File: src/rtl/divider_pkg.sv
// ----------------------------------------------------------------------------
// divider_pkg
// Shared types and constants for the seq_divider block: FSM state
// encoding and the shift-counter width helper.
// Revision: 1.0
// ----------------------------------------------------------------------------
`default_nettype none

package divider_pkg;

  // Explicit state encoding, kept as named constants so the enum below and
  // any debug tooling agree on the binary values.
  localparam int         STATE_W                  = 3;
  localparam logic [2:0] C_WAIT_FOR_START         = 3'd0;
  localparam logic [2:0] C_CHECK_DIVIDE_BY_ZERO   = 3'd1;
  localparam logic [2:0] C_ERROR                  = 3'd2;
  localparam logic [2:0] C_SHIFT_LEFT             = 3'd3;
  localparam logic [2:0] C_SHIFT_RIGHT            = 3'd4;
  localparam logic [2:0] C_NO_ERROR               = 3'd5;

  typedef enum logic [STATE_W-1:0] {
    WAIT_FOR_START       = C_WAIT_FOR_START,
    CHECK_DIVIDE_BY_ZERO = C_CHECK_DIVIDE_BY_ZERO,
    ERROR                = C_ERROR,
    SHIFT_LEFT           = C_SHIFT_LEFT,
    SHIFT_RIGHT          = C_SHIFT_RIGHT,
    NO_ERROR             = C_NO_ERROR
  } state_t;

  // The counter must reach SIZE-1 left shifts; one extra bit keeps the
  // range comfortable for every SIZE >= 2.
  function automatic int cnt_width(input int size);
    return $clog2(size) + 1;
  endfunction

endpackage

`default_nettype wire

File: src/rtl/seq_divider_if.sv
// ----------------------------------------------------------------------------
// seq_divider_if
// Start/done handshake bundle between a host (master) and the divider
// (slave). Optional DIVIDER_BUSY_EN adds a busy status line.
// Revision: 1.0
// ----------------------------------------------------------------------------
`default_nettype none

interface seq_divider_if #(
  parameter int SIZE = 8
);

  logic            start;
  logic [SIZE-1:0] dividend;
  logic [SIZE-1:0] divisor;
  logic            error;
  logic            done;
  logic [SIZE-1:0] quotient;
  logic [SIZE-1:0] remainder;

`ifdef DIVIDER_BUSY_EN
  logic            busy;

  modport master (
    output start, dividend, divisor,
    input  error, done, quotient, remainder, busy
  );

  modport slave (
    input  start, dividend, divisor,
    output error, done, quotient, remainder, busy
  );
`else
  modport master (
    output start, dividend, divisor,
    input  error, done, quotient, remainder
  );

  modport slave (
    input  start, dividend, divisor,
    output error, done, quotient, remainder
  );
`endif

endinterface

`default_nettype wire

File: src/rtl/divider_datapath.sv
// ----------------------------------------------------------------------------
// divider_datapath
// Restoring-division datapath: partial remainder, quotient, shifted divisor
// and shift counter, steered by the init/left/right/sub strobes from the
// controlling FSM. Returns the status flags the FSM branches on.
// Revision: 1.0
// ----------------------------------------------------------------------------
`default_nettype none

module divider_datapath
  import divider_pkg::*;
#(
  parameter int SIZE = 8
) (
  input  logic            clk,
  input  logic            reset,
  input  logic            init_i,
  input  logic            left_i,
  input  logic            right_i,
  input  logic            sub_i,
  input  logic            quo_shift_i,
  input  logic [SIZE-1:0] dividend_i,
  input  logic [SIZE-1:0] divisor_i,
  output logic [SIZE-1:0] quotient_o,
  output logic [SIZE-1:0] remainder_o,
  output logic            cnt_is_0_o,
  output logic            divisor_is_0_o,
  output logic            dvsr_less_than_dvnd_o,
  output logic            shifted_divisor_msb_o,
  output logic            dvsr_le_rem_o
);

  localparam int CNT_W = cnt_width(SIZE);

  logic [SIZE-1:0]  rem_q,  rem_d;
  logic [SIZE-1:0]  quo_q,  quo_d;
  logic [SIZE-1:0]  dvsr_q, dvsr_d;
  logic [CNT_W-1:0] cnt_q,  cnt_d;

  // Status decodes; dvsr_le_rem is the restoring "fits" test and doubles
  // as the next quotient bit.
  assign cnt_is_0_o            = (cnt_q == '0);
  assign divisor_is_0_o        = (dvsr_q == '0);
  assign dvsr_less_than_dvnd_o = (dvsr_q < rem_q);
  assign shifted_divisor_msb_o = dvsr_q[SIZE-1];
  assign dvsr_le_rem_o         = (dvsr_q <= rem_q);

  assign quotient_o  = quo_q;
  assign remainder_o = rem_q;

  // Next-state steering of the datapath registers from the FSM strobes.
  always_comb begin
    rem_d  = rem_q;
    quo_d  = quo_q;
    dvsr_d = dvsr_q;
    cnt_d  = cnt_q;
    if (init_i) begin
      rem_d  = dividend_i;
      dvsr_d = divisor_i;
      quo_d  = '0;
      cnt_d  = '0;
    end else begin
      if (left_i) begin
        dvsr_d = dvsr_q << 1;
        cnt_d  = cnt_q + CNT_W'(1);
      end
      if (right_i) begin
        dvsr_d = dvsr_q >> 1;
        cnt_d  = cnt_q - CNT_W'(1);
      end
      if (sub_i) begin
        rem_d = rem_q - dvsr_q;
      end
      // The quotient bit shifted in is exactly "a subtraction happened".
      if (quo_shift_i) begin
        quo_d = {quo_q[SIZE-2:0], sub_i};
      end
    end
  end

  // Datapath register update with synchronous reset.
  always_ff @(posedge clk) begin
    if (reset) begin
      rem_q  <= '0;
      quo_q  <= '0;
      dvsr_q <= '0;
      cnt_q  <= '0;
    end else begin
      rem_q  <= rem_d;
      quo_q  <= quo_d;
      dvsr_q <= dvsr_d;
      cnt_q  <= cnt_d;
    end
  end

endmodule

`default_nettype wire

File: src/rtl/seq_divider.sv
// ----------------------------------------------------------------------------
// seq_divider
// Sequential unsigned restoring divider behind a start/done handshake.
// Divide-by-zero is detected in one cycle and reported with error+done.
// Optional feature macro: DIVIDER_BUSY_EN adds a registered busy output.
// Revision: 1.0
// ----------------------------------------------------------------------------
`default_nettype none

module seq_divider
  import divider_pkg::*;
#(
  parameter int SIZE = 8
) (
  input  logic         clk,
  input  logic         reset,
  seq_divider_if.slave bus
);

  state_t state_q, state_d;
  logic   done_q;
  logic   error_q;

  // Datapath strobes and status.
  logic init;
  logic left;
  logic right;
  logic sub;
  logic quo_shift;
  logic cnt_is_0;
  logic divisor_is_0;
  logic dvsr_less_than_dvnd;
  logic shifted_divisor_msb;
  logic dvsr_le_rem;

  divider_datapath #(
    .SIZE (SIZE)
  ) u_datapath (
    .clk                   (clk),
    .reset                 (reset),
    .init_i                (init),
    .left_i                (left),
    .right_i               (right),
    .sub_i                 (sub),
    .quo_shift_i           (quo_shift),
    .dividend_i            (bus.dividend),
    .divisor_i             (bus.divisor),
    .quotient_o            (bus.quotient),
    .remainder_o           (bus.remainder),
    .cnt_is_0_o            (cnt_is_0),
    .divisor_is_0_o        (divisor_is_0),
    .dvsr_less_than_dvnd_o (dvsr_less_than_dvnd),
    .shifted_divisor_msb_o (shifted_divisor_msb),
    .dvsr_le_rem_o         (dvsr_le_rem)
  );

  // Next-state and strobe decode; start is only looked at when idle.
  always_comb begin
    state_d   = state_q;
    init      = 1'b0;
    left      = 1'b0;
    right     = 1'b0;
    sub       = 1'b0;
    quo_shift = 1'b0;
    case (state_q)
      WAIT_FOR_START: begin
        if (bus.start) begin
          init    = 1'b1;
          state_d = CHECK_DIVIDE_BY_ZERO;
        end
      end
      CHECK_DIVIDE_BY_ZERO: begin
        state_d = divisor_is_0 ? ERROR : SHIFT_LEFT;
      end
      SHIFT_LEFT: begin
        // Align the divisor just above the dividend without losing its MSB.
        if (!shifted_divisor_msb && dvsr_less_than_dvnd) begin
          left = 1'b1;
        end else begin
          state_d = SHIFT_RIGHT;
        end
      end
      SHIFT_RIGHT: begin
        quo_shift = 1'b1;
        sub       = dvsr_le_rem;
        if (cnt_is_0) begin
          state_d = NO_ERROR;
        end else begin
          right = 1'b1;
        end
      end
      ERROR, NO_ERROR: begin
        state_d = WAIT_FOR_START;
      end
      default: begin
        state_d = WAIT_FOR_START;
      end
    endcase
  end

  // State register with done/error registered from the next state so they
  // are clean single-cycle pulses aligned with ERROR/NO_ERROR.
  always_ff @(posedge clk) begin
    if (reset) begin
      state_q <= WAIT_FOR_START;
      done_q  <= 1'b0;
      error_q <= 1'b0;
    end else begin
      state_q <= state_d;
      done_q  <= (state_d == ERROR) || (state_d == NO_ERROR);
      error_q <= (state_d == ERROR);
    end
  end

  assign bus.done  = done_q;
  assign bus.error = error_q;

`ifdef DIVIDER_BUSY_EN
  logic busy_q;

  // Busy covers exactly the working states, registered like done/error.
  always_ff @(posedge clk) begin
    if (reset) begin
      busy_q <= 1'b0;
    end else begin
      busy_q <= (state_d == CHECK_DIVIDE_BY_ZERO) ||
                (state_d == SHIFT_LEFT) ||
                (state_d == SHIFT_RIGHT);
    end
  end

  assign bus.busy = busy_q;
`endif

endmodule

`default_nettype wire

File: src/flat_wrapper.sv
// flat-port wrapper written by rule: the top's interface ports become plain ports
module seq_divider_flat import divider_pkg::*;
#(
  parameter int SIZE = 8
)
  (clk, reset, bus_start, bus_dividend, bus_divisor, bus_error, bus_done, bus_quotient, bus_remainder);
  seq_divider_if #(.SIZE(SIZE)) bus_i ();
  input  logic clk;
  input  logic reset;
  input wire logic [$bits(bus_i.start)-1:0] bus_start;
  input wire logic [$bits(bus_i.dividend)-1:0] bus_dividend;
  input wire logic [$bits(bus_i.divisor)-1:0] bus_divisor;
  output wire logic [$bits(bus_i.error)-1:0] bus_error;
  output wire logic [$bits(bus_i.done)-1:0] bus_done;
  output wire logic [$bits(bus_i.quotient)-1:0] bus_quotient;
  output wire logic [$bits(bus_i.remainder)-1:0] bus_remainder;
  assign bus_i.start = bus_start;
  assign bus_i.dividend = bus_dividend;
  assign bus_i.divisor = bus_divisor;
  assign bus_error = bus_i.error;
  assign bus_done = bus_i.done;
  assign bus_quotient = bus_i.quotient;
  assign bus_remainder = bus_i.remainder;
  seq_divider #(.SIZE(SIZE)) u_core (.clk(clk), .reset(reset), .bus(bus_i));
endmodule
File: config.mk
export PLATFORM = sky130hd
export DESIGN_NAME = seq_divider_flat
export DESIGN_NICKNAME = d
export VERILOG_FILES = /design/src/rtl/divider_pkg.sv /design/src/rtl/seq_divider_if.sv /design/src/rtl/divider_datapath.sv /design/src/rtl/seq_divider.sv /design/src/flat_wrapper.sv
export SDC_FILE = /design/constraint.sdc
export NUM_CORES = 1
export LEC_CHECK = 0
export ABC_AREA = 1
export BUFFER_PORTS_ARGS = -buffer_cell sky130_fd_sc_hd__buf_4
export CAP_MARGIN = 25
export CORE_MARGIN = 5
export CORE_UTILIZATION = 45
export DETAILED_ROUTE_END_ITERATION = 8
export PLACE_DENSITY = 0.75
export SLEW_MARGIN = 20
export SYNTH_ARGS = -nofsm -noshare
export SYNTH_HDL_FRONTEND = slang
export SYNTH_SLANG_ARGS = --single-unit
File: constraint.sdc
create_clock -name clk -period 2.5 [get_ports clk]
set_clock_uncertainty 0.1 [all_clocks]
set_input_delay 0.5 -clock clk [delete_from_list [all_inputs] [get_ports clk]]
set_output_delay 0.5 -clock clk [all_outputs]
set_load 0.02 [all_outputs]
==> qor.yml, run 1 <==
yosysMostFrequentCell: "nand2_1"
critPathMaxStageDelay_ns: 0.37
grt_pass1_vias: 1998
synth.area.mux_share_pct: 0
start_util_pct: 46.1
synth_cell_type_count: 31
coreArea_sq_um: 4690
synth_fp_nets: 352
p_total_mw: 2.39
numCtsBuffers: 5
yosysTopAreaCell: "dfxtp_1"
synthTopCellsByArea: "dfxtp_1 (31%), nand2_1 (15%), inv_1 (7.3%)"
syn2layout_area_growth_pct: 19.8
drc: 0
crit_slowest_cell: "fa_1"
gp_congestion: 0.816
dp_hpwl_mm: 3.92
async_flop_share_pct: 0
yosys.area_share.simple_pct: 38.0
netlist.area_leader.share_pct: 30.5
ys_seq_area_share_pct: 30.5
place_area_sq_um: 2460
fin_hold_ws_ns: 0.354
wl_per_cell_microns: 12.5
ioPinCount: 37
ant_nets: 0
fillCellCount: 485
cts_tree: "done"
ys_warn_count: 0
cts_resized: 0
synth-compound-area-share_pct: 12.4
postCtsSetupBuffers: 0
p_leak_nw: 1.32
irDropWorstVdd_uv: 486
dr.pass1.iters: 4
numClockSinks: 33
slew_headroom_pct: 74.8
powerDensity_nw_per_um2: 922
ys.flop_type: "dfxtp_1"
tns_ns: 0
yosys-top-cells-count: "nand2_1 (88), inv_1 (42), nor2_1 (38)"
clockBufferDepth: 2
cts-hold-fix-buffers: 0
multi_input_area_sq_um: 1280
rows: 25
cp-start-kind: "register"
fmax_mhz: 457
via_per_inst: 5.09
die_x_microns: 79.4
cp_max_fo: 7
antenna_found_initial: 0
syn_avg_cell_area_sq_um: 6.74
tightestPinTransition_ns: 0.378
clk_latency_ns: 0.29
cp.required_ns: 2.59
end_kind: "register"
drive_gt1_share_pct: 20.1
die-area_sq_um: 6300
synth_xor_area_share_pct: 1.21
ys_ff_latch: 33
overflow: 0
outcome: "completed"
cp_num_buf_inv: 3
finalMaxSlewViolations: 0
final_hold_viol_count: 0
syn_inst: 321
vias: 2098
cts_root_buffer: "clkbuf_8"
rsz0062_at_grt: "false"
register_area_sq_um: 661
pre_cts_slack_ns: 0.333
final_area_sq_um: 2590
worstPathArrival_ns: 2.28
grt_pass1_wl_mm: 9.01
io_buffers: 36
grtUsageTotal_pct: 17.9
nNetsFinal: 388
setup_viol: 0
max_cap_violations: 0
fin_crit_sh_pct: 87.6
drtIter0Drc: 161
period_needed_ns: 2.19
h-tree-depth: 2
synth_top_family_by_area: "simple AND/OR/NAND/NOR gates"
hold_path.class: "in2reg"
crit_family: "simple AND/OR/NAND/NOR gates"
finalWirelength_mm: 5.14
synth-adder-area-share_pct: 7.63
syn_area_sq_um: 2160
grt_max_degree: 17
crit_chain: "inv_1 -> ha_1 -> fa_1 -> inv_1 -> nand3_1 -> nand2_4 -> nand2_4 -> nand2_4 -> nand3_4 -> nand2_2 -> inv_1 -> nor2_1 -> nor2_1"
clkTransAtPathRegs_ns: 0.07
criticalPathCategory: "reg2reg"
synth_edf_count: 0
antenna_cells: 0
fp.dieH_microns: 79.4
timing.final.ws_setup_ns: 0.310
-- cell usage in the layout (no fill, tap or decap), drive strengths merged --
cell / synthesis / final
xnor2: 3 / 3
a21oi: 20 / 20
nand2: 97 / 97
buf: 5 / 37
ha: 10 / 10
fa: 2 / 2
clkbuf: 3 / 5
dfxtp: 33 / 33
clkinv: 0 / 1
bufinv: 0 / 2
a211oi: 3 / 3
nor2: 42 / 42
nand3b: 2 / 2
o21ai: 20 / 20
nand4: 4 / 4
o211ai: 1 / 1
or2: 2 / 2
a21o: 1 / 1
nand3: 28 / 28
inv: 45 / 45
-- power breakdown --
part	switching, mW	internal (mW)	leakage [nW]
clock network	0.208	0.396	0.0681
logic	0.704	0.427	0.982
registers	0.0621	0.594	0.270
-- worst paths after layout --
check	slack, ns	to	cells past startpoint	from
setup / recovery	0.31	u_core.u_datapath.cnt_q[2]$_SDFFE_PP0P_	13	u_core.u_datapath.remainder_o[0]$_SDFFE_PP0P_
hold / removal	0.35	u_core.u_datapath.dvsr_q[6]$_SDFFE_PP0P_	2	reset
setup reg to reg	0.31	u_core.u_datapath.cnt_q[2]$_SDFFE_PP0P_	13	u_core.u_datapath.remainder_o[0]$_SDFFE_PP0P_
hold reg to reg	0.38	u_core.u_datapath.quotient_o[3]$_SDFFE_PP0N_	2	u_core.u_datapath.quotient_o[3]$_SDFFE_PP0N_
-- logic make-up after synthesis --
group                    count (synthesis)
flip-flops                              33
AO/OA/AOI/OAI                           45
buffers and inverters                   53
XOR/XNOR                                 3
adder cells (fa/ha/maj)                 12
AND/OR/NAND/NOR                        175
-- worst reg2reg max path, cell delays in order (launching register included) --
cell and delay [ns]:
dfxtp_1 0.36, inv_1 0.06, ha_1 0.22, fa_1 0.37, inv_1 0.12, nand3_1 0.12, nand2_4 0.11, nand2_4 0.06
nand2_4 0.07, nand3_4 0.12, nand2_2 0.14, inv_1 0.10, nor2_1 0.09, nor2_1 0.05
-- final cells by class --
type | instances | share of cell area, %
sequential | 33 | 25.5
timing repair buffer | 37 | 10.7
multi-input combinational | 235 | 49.4
inverter | 45 | 6.61
tap | 54 | 2.61
clock inverter | 3 | 2.51
clock buffer | 5 | 2.65
-- routing by layer --
metal,routed length (microns),vias to the layer above,global-route usage (%)
li1,-,1086,-
met3,229,10,4.08
met2,2450,51,29.5
met5,0,-,0
met4,78,0,7.22
met1,2380,951,22.5
-- registers in the layout, indices dropped and copies added (netlist names) --
signal and flops:
u_core.state_q 3, u_core.u_datapath.cnt_q 4, u_core.u_datapath.remainder_o 8, u_core.bus.error 1, u_core.u_datapath.dvsr_q 8, u_core.bus.done 1, u_core.u_datapath.quotient_o 8
-- through the flow --
stage | std cells | util [%]
after floorplan | 321 | -
after global placement | 404 | 52.4
after detailed placement | 404 | 52.4
after CTS | 412 | 55.3
after global routing | 412 | 55.3
final | 412 | 55.3
Power figures use the tool's default switching activity.
==> run 2: changes to the inputs <==
Settings changed: CORE_ASPECT_RATIO set to 1.25, REMOVE_ABC_BUFFERS set to 1.
==> run 2 against run 1 <==
Routed wire length fell by 4.0%. Count of clock-buffer cells in the layout up 2. Combinational power about the same. Register-to-register slack improved by 0.03 ns. Final area fell by 0.39%. Critical path depth unchanged. Cell count grew 1.5%. Sequential share of layout area rose by 0.099 points. First-iteration DRC count fell by 37%. Non-clock buffer count is the same. Critical path type unchanged. Largest power group unchanged. Highest routed layer unchanged.
==> qor.yml, run 2 (synthesis gave the netlist of run 1 again) <==
via_per_inst: 4.99  # was 5.09
outcome: "completed"  # unchanged
drc: 0  # unchanged
die_x_microns: 72.0  # was 79.4 microns
grt_max_degree: 18  # was 17
end_kind: "register"  # unchanged
cts_tree: "done"  # unchanged
rsz0062_at_grt: "false"  # unchanged
cts-hold-fix-buffers: 0  # unchanged
powerDensity_nw_per_um2: 890  # was 922 nW/um^2
tns_ns: 0  # unchanged
grt_pass1_vias: 1929  # was 1,998
criticalPathCategory: "reg2reg"  # unchanged
postCtsSetupBuffers: 0  # unchanged
final_common_cell: "nand2_1"  # unchanged
wl_per_cell_microns: 11.8  # was 12.5 microns
reg2reg_depth: 13  # unchanged
fmax_mhz: 463  # was 457 MHz
die-area_sq_um: 6310  # was 6300 sq um
startpoint: "u_core.u_datapath.remainder_o[0]$_SDFFE_PP0P_"  # unchanged
cp.required_ns: 2.58  # was 2.59 ns
coreArea_sq_um: 4690  # about the same
clk_latency_ns: 0.29  # about the same
r2r_start: "u_core.u_datapath.remainder_o[0]$_SDFFE_PP0P_"  # unchanged
rows: 28  # was 25
drive_gt1_share_pct: 19.8  # was 20.1%
period_needed_ns: 2.16  # was 2.19 ns
clkTransAtPathRegs_ns: 0.07  # about the same
overflow: 0  # unchanged
drtIter0Drc: 101  # was 161
hold_path.class: "in2reg"  # unchanged
most-common-layout-cells: "nand2_1 (88), inv_1 (42), nor2_1 (38)"  # unchanged
dr.pass1.iters: 4  # unchanged
slew_headroom_pct: 72.0  # was 74.8%
r2r_setup_slack_ns: 0.34  # was 0.31 ns
cp_max_fo: 7  # unchanged
hold_depth: 2  # unchanged
ant_nets: 0  # unchanged
grt_pass1_wl_mm: 8.71  # was 9.01 mm
io_buffers: 36  # unchanged
p_total_mw: 2.30  # was 2.39 mW
clockBufferDepth: 2  # unchanged
setup_viol: 0  # unchanged
fin_crit_sh_pct: 86.5  # was 87.6%
tightestPinTransition_ns: 0.420  # was 0.378 ns
final_core_util_pct: 55.0  # was 55.3%
worstPathArrival_ns: 2.24  # was 2.28 ns
cp-start-kind: "register"  # unchanged
cts_resized: 0  # unchanged
cts_root_buffer: "clkbuf_8"  # unchanged
start_util_pct: 46.1  # about the same
antenna_found_initial: 0  # unchanged
numClockSinks: 33  # unchanged
finalWirelength_mm: 4.93  # was 5.14 mm
irDropWorstVdd_uv: 561  # was 486 uV
numCtsBuffers: 5  # unchanged
antenna_cells: 0  # unchanged
ioPinCount: 37  # unchanged
nNetsFinal: 388  # unchanged
fp.dieH_microns: 87.5  # was 79.4 microns
syn2layout_area_growth_pct: 19.3  # was 19.8%
gp_congestion: 0.849  # was 0.816
grtUsageTotal_pct: 17.6  # was 17.9%
finalMaxSlewViolations: 0  # unchanged
h-tree-depth: 2  # unchanged
dp_hpwl_mm: 3.79  # was 3.92 mm
vias: 2086  # was 2,098
p_leak_nw: 1.31  # was 1.32 nW
hold_start: "reset"  # unchanged
final_hold_viol_count: 0  # unchanged
max_cap_violations: 0  # unchanged
## run 2: report_power, final
| group | switching (mW) | leakage, nW | internal [mW] | total, mW |
|---|---|---|---|---|
| clock | 0.201 | 0.0585 | 0.325 | 0.526 |
| combinational | 0.691 | 0.982 | 0.425 | 1.12 |
| sequential | 0.0633 | 0.270 | 0.594 | 0.658 |
| total | 0.955 | 1.31 | 1.34 | 2.30 |
## run 2: metrics by stage
step	area, sq um	setup slack [ns]	hold slack (ns)	cells
finish	2580	0.338	0.352	418
global route	2580	0.135	0.337	418
CTS	2580	0.335	0.335	418
detailed placement	2470	0.345	0.364	410
global placement	2470	0.356	0.369	410
floorplan	2110	0.405	0.352	313
## run 2: critical path, cell delays in order (launching register included)
cell     delay, ns
dfxtp_1       0.35
inv_1         0.05
ha_1          0.22
fa_1          0.36
inv_1         0.12
nand3_1       0.12
nand2_4       0.11
nand2_4       0.06
nand2_4       0.07
nand3_4       0.12
nand2_2       0.14
inv_1         0.10
nor2_1        0.09
nor2_1        0.05
## run 2: layout make-up
| type | count | area [sq um] |
|---|---|---|
| clock buffer | 7 | 86.3 |
| clock inverter | 1 | 30.0 |
| fill | 491 | 2110 |
| inverter | 45 | 171 |
| multi-input combinational | 235 | 1280 |
| sequential | 33 | 661 |
| tap | 60 | 75.1 |
| timing repair buffer | 37 | 278 |
## run 2: worst paths after layout
check,end
max,u_core.u_datapath.cnt_q[2]$_SDFFE_PP0P_
min,u_core.u_datapath.dvsr_q[6]$_SDFFE_PP0P_
max reg2reg,u_core.u_datapath.cnt_q[2]$_SDFFE_PP0P_
min reg2reg,u_core.u_datapath.quotient_o[1]$_SDFFE_PP0N_
## run 2: per-layer routing
layer  track usage [%]  part of all wire [%]  vias up
li1                  -                     -     1096
met1              21.9                    45      923
met2              29.4                    47       56
met3              3.90                   5.7       11
met4              7.01                   2.0        0
met5                 0                     0        -
==> run 3: changes to the inputs <==
Settings changed: CELL_PAD_IN_SITES_DETAIL_PLACEMENT set to 1, CELL_PAD_IN_SITES_GLOBAL_PLACEMENT set to 1, CORE_UTILIZATION 45 to 27, PLACE_DENSITY 0.75 to 0.67.
==> run 3 against run 2 <==
Non-clock buffer count grew 2. Count of clock-buffer cells in the layout stayed put. Power down 1.2%. Final area increased by 1.7%. First-iteration DRC count down 54%. Worst hold slack improved by 0.022 ns. Highest routed layer unchanged. Maximum frequency down 1.2%. Critical path type unchanged. Largest cell class unchanged. Via count is 3.1% higher. Clock power is 13% lower.
==> qor.yml, run 3 (synthesis gave the netlist of run 1 again) <==
wl_per_cell_microns: 14.2  # was 11.8 microns
crit_chain: "inv_1 -> ha_1 -> fa_1 -> inv_1 -> nand3_1 -> nand2_4 -> nand2_4 -> nand2_4 -> nand3_4 -> nand2_2 -> inv_1 -> nor2_1 -> nor2_1"  # unchanged
nNetsFinal: 390  # was 388
crit_slowest_cell: "fa_1"  # unchanged
slew_headroom_pct: 64.1  # was 72.0%
crit_family: "simple AND/OR/NAND/NOR gates"  # unchanged
clockBufferDepth: 2  # unchanged
comb_power_share_pct: 50.8  # was 48.5%
rsz0062_at_grt: "false"  # unchanged
fp.dieH_microns: 110  # was 87.5 microns
antenna_found_initial: 0  # unchanged
outcome: "completed"  # unchanged
ant_nets: 0  # unchanged
tns_ns: 0  # unchanged
cts_tree: "done"  # unchanged
p_leak_nw: 1.32  # was 1.31 nW
cp.required_ns: 2.58  # about the same
end_kind: "register"  # unchanged
irDropWorstVdd_uv: 281  # was 561 uV
postCtsSetupBuffers: 0  # unchanged
grt_max_degree: 18  # unchanged
pwr-share-seq_pct: 29.0  # was 28.6%
fmax_mhz: 457  # was 463 MHz
cp_num_buf_inv: 3  # unchanged
drc: 0  # unchanged
final_hold_viol_count: 0  # unchanged
cts-hold-fix-buffers: 0  # unchanged
cts_resized: 0  # unchanged
overflow: 0  # unchanged
power_switching_mw: 1.00  # was 955 uW
coreArea_sq_um: 7790  # was 4690 sq um
die_x_microns: 90.1  # was 72.0 microns
finalWirelength_mm: 6.46  # was 4.93 mm
drive_gt1_share_pct: 20.6  # was 19.8%
final_cells: 455  # was 418
clk_latency_ns: 0.28  # was 0.29 ns
pre_cts_slack_ns: 0.312  # was 0.345 ns
clkTransAtPathRegs_ns: 0.07  # about the same
max_cap_violations: 0  # unchanged
h-tree-depth: 2  # unchanged
final_common_cell: "nand2_1"  # unchanged
grt_pass1_vias: 2295  # was 1,929
powerDensity_nw_per_um2: 865  # was 890 nW/um^2
numCtsBuffers: 5  # unchanged
tightestPinTransition_ns: 0.539  # was 0.420 ns
setup_viol: 0  # unchanged
finalMaxSlewViolations: 0  # unchanged
grtUsageTotal_pct: 13.9  # was 17.6%
p_total_mw: 2.27  # was 2.30 mW
drtIter0Drc: 46  # was 101
critPathMaxStageDelay_ns: 0.36  # about the same
fin_crit_sh_pct: 87.5  # was 86.5%
hold_path.class: "in2reg"  # unchanged
cp-start-kind: "register"  # unchanged
cts_root_buffer: "clkbuf_8"  # unchanged
start_util_pct: 27.8  # was 46.1%
gp_congestion: 0.814  # was 0.849
vias: 2150  # was 2,086
ioPinCount: 37  # unchanged
io_buffers: 36  # unchanged
most-common-layout-cells: "nand2_1 (88), inv_1 (42), buf_4 (39)"  # was nand2_1 (88), inv_1 (42), nor2_1 (38)
antenna_cells: 0  # unchanged
numClockSinks: 33  # unchanged
syn2layout_area_growth_pct: 21.3  # was 19.3%
die-area_sq_um: 9920  # was 6310 sq um
fillCellCount: 995  # was 491
via_per_inst: 4.73  # was 4.99
criticalPathCategory: "reg2reg"  # unchanged
p_int_mw: 1.27  # was 1.34 mW
period_needed_ns: 2.19  # was 2.16 ns
netSwitchingFraction_pct: 44.1  # was 41.6%
cp_max_fo: 7  # unchanged
dp_hpwl_mm: 4.91  # was 3.79 mm
rows: 36  # was 28
dr.pass1.iters: 4  # unchanged
grt_pass1_wl_mm: 11.2  # was 8.71 mm
clock_power_share_pct: 20.2  # was 22.9%
dpl.cell_count: 447  # was 410
timing.final.ws_setup_ns: 0.312  # was 0.338 ns
worstPathArrival_ns: 2.27  # was 2.24 ns
run 3: changes by cell type in the layout (fill, tap and decap cells not counted), sizes merged:
cell,before,now
buf,37,39
bufinv,1,0
clkinv,0,1
run 3: power groups by stage:
stage          clock [mW]  combinational (mW)  sequential [mW]
2_1_floorplan           0               0.821            0.700
4_1_cts             0.478                1.17            0.659
3_3_place_gp            0                1.14            0.670
3_5_place_dp            0                1.16            0.670
6_report            0.459                1.15            0.658
5_1_grt             0.496                1.32            0.669
run 3: worst reg2reg max path: stages, from the launching register on:
cell and delay, ns:
dfxtp_1 0.35, inv_1 0.05, ha_1 0.21, fa_1 0.36, inv_1 0.11, nand3_1 0.12
nand2_4 0.11, nand2_4 0.06, nand2_4 0.08, nand3_4 0.12, nand2_2 0.15, inv_1 0.11
nor2_1 0.09, nor2_1 0.05
run 3: final cells by class:
type	instances	area (sq um)	share of cell area [%]
timing repair buffer	39	293	11.1
clock inverter	1	5.00	0.191
inverter	45	171	6.53
sequential	33	661	25.2
tap	95	119	4.53
multi-input combinational	235	1280	48.8
clock buffer	7	96.3	3.67
run 3: path summary, 6_finish.rpt:
| kind | endpoint | start | depth (start not counted) | slack (ns) |
|---|---|---|---|---|
| min reg2reg | u_core.u_datapath.quotient_o[7]$_SDFFE_PP0N_ | u_core.u_datapath.quotient_o[7]$_SDFFE_PP0N_ | 2 | 0.37 |
| min | u_core.u_datapath.dvsr_q[6]$_SDFFE_PP0P_ | reset | 2 | 0.37 |
| max | u_core.u_datapath.cnt_q[2]$_SDFFE_PP0P_ | u_core.u_datapath.remainder_o[0]$_SDFFE_PP0P_ | 13 | 0.31 |
| max reg2reg | u_core.u_datapath.cnt_q[2]$_SDFFE_PP0P_ | u_core.u_datapath.remainder_o[0]$_SDFFE_PP0P_ | 13 | 0.31 |
run 3: routing by layer:
metal	vias to the layer above	global-route usage (%)	share of wire, %
li1	1091	-	-
met1	1011	16.4	44
met2	42	25.2	51
met3	6	3.26	3.7
met4	0	4.26	1.1
met5	-	0	0
run 3: through the flow:
| stage | util [%] | hold WS, ns | instance area, sq um |
|---|---|---|---|
| 6_report | 33.7 | 0.374 | 2630 |
| 5_1_grt | 33.7 | 0.358 | 2630 |
| 4_1_cts | 33.7 | 0.366 | 2630 |
| 3_5_place_dp | 32.4 | 0.363 | 2520 |
| 3_3_place_gp | 32.4 | 0.354 | 2520 |
| 2_1_floorplan | - | 0.352 | 2110 |
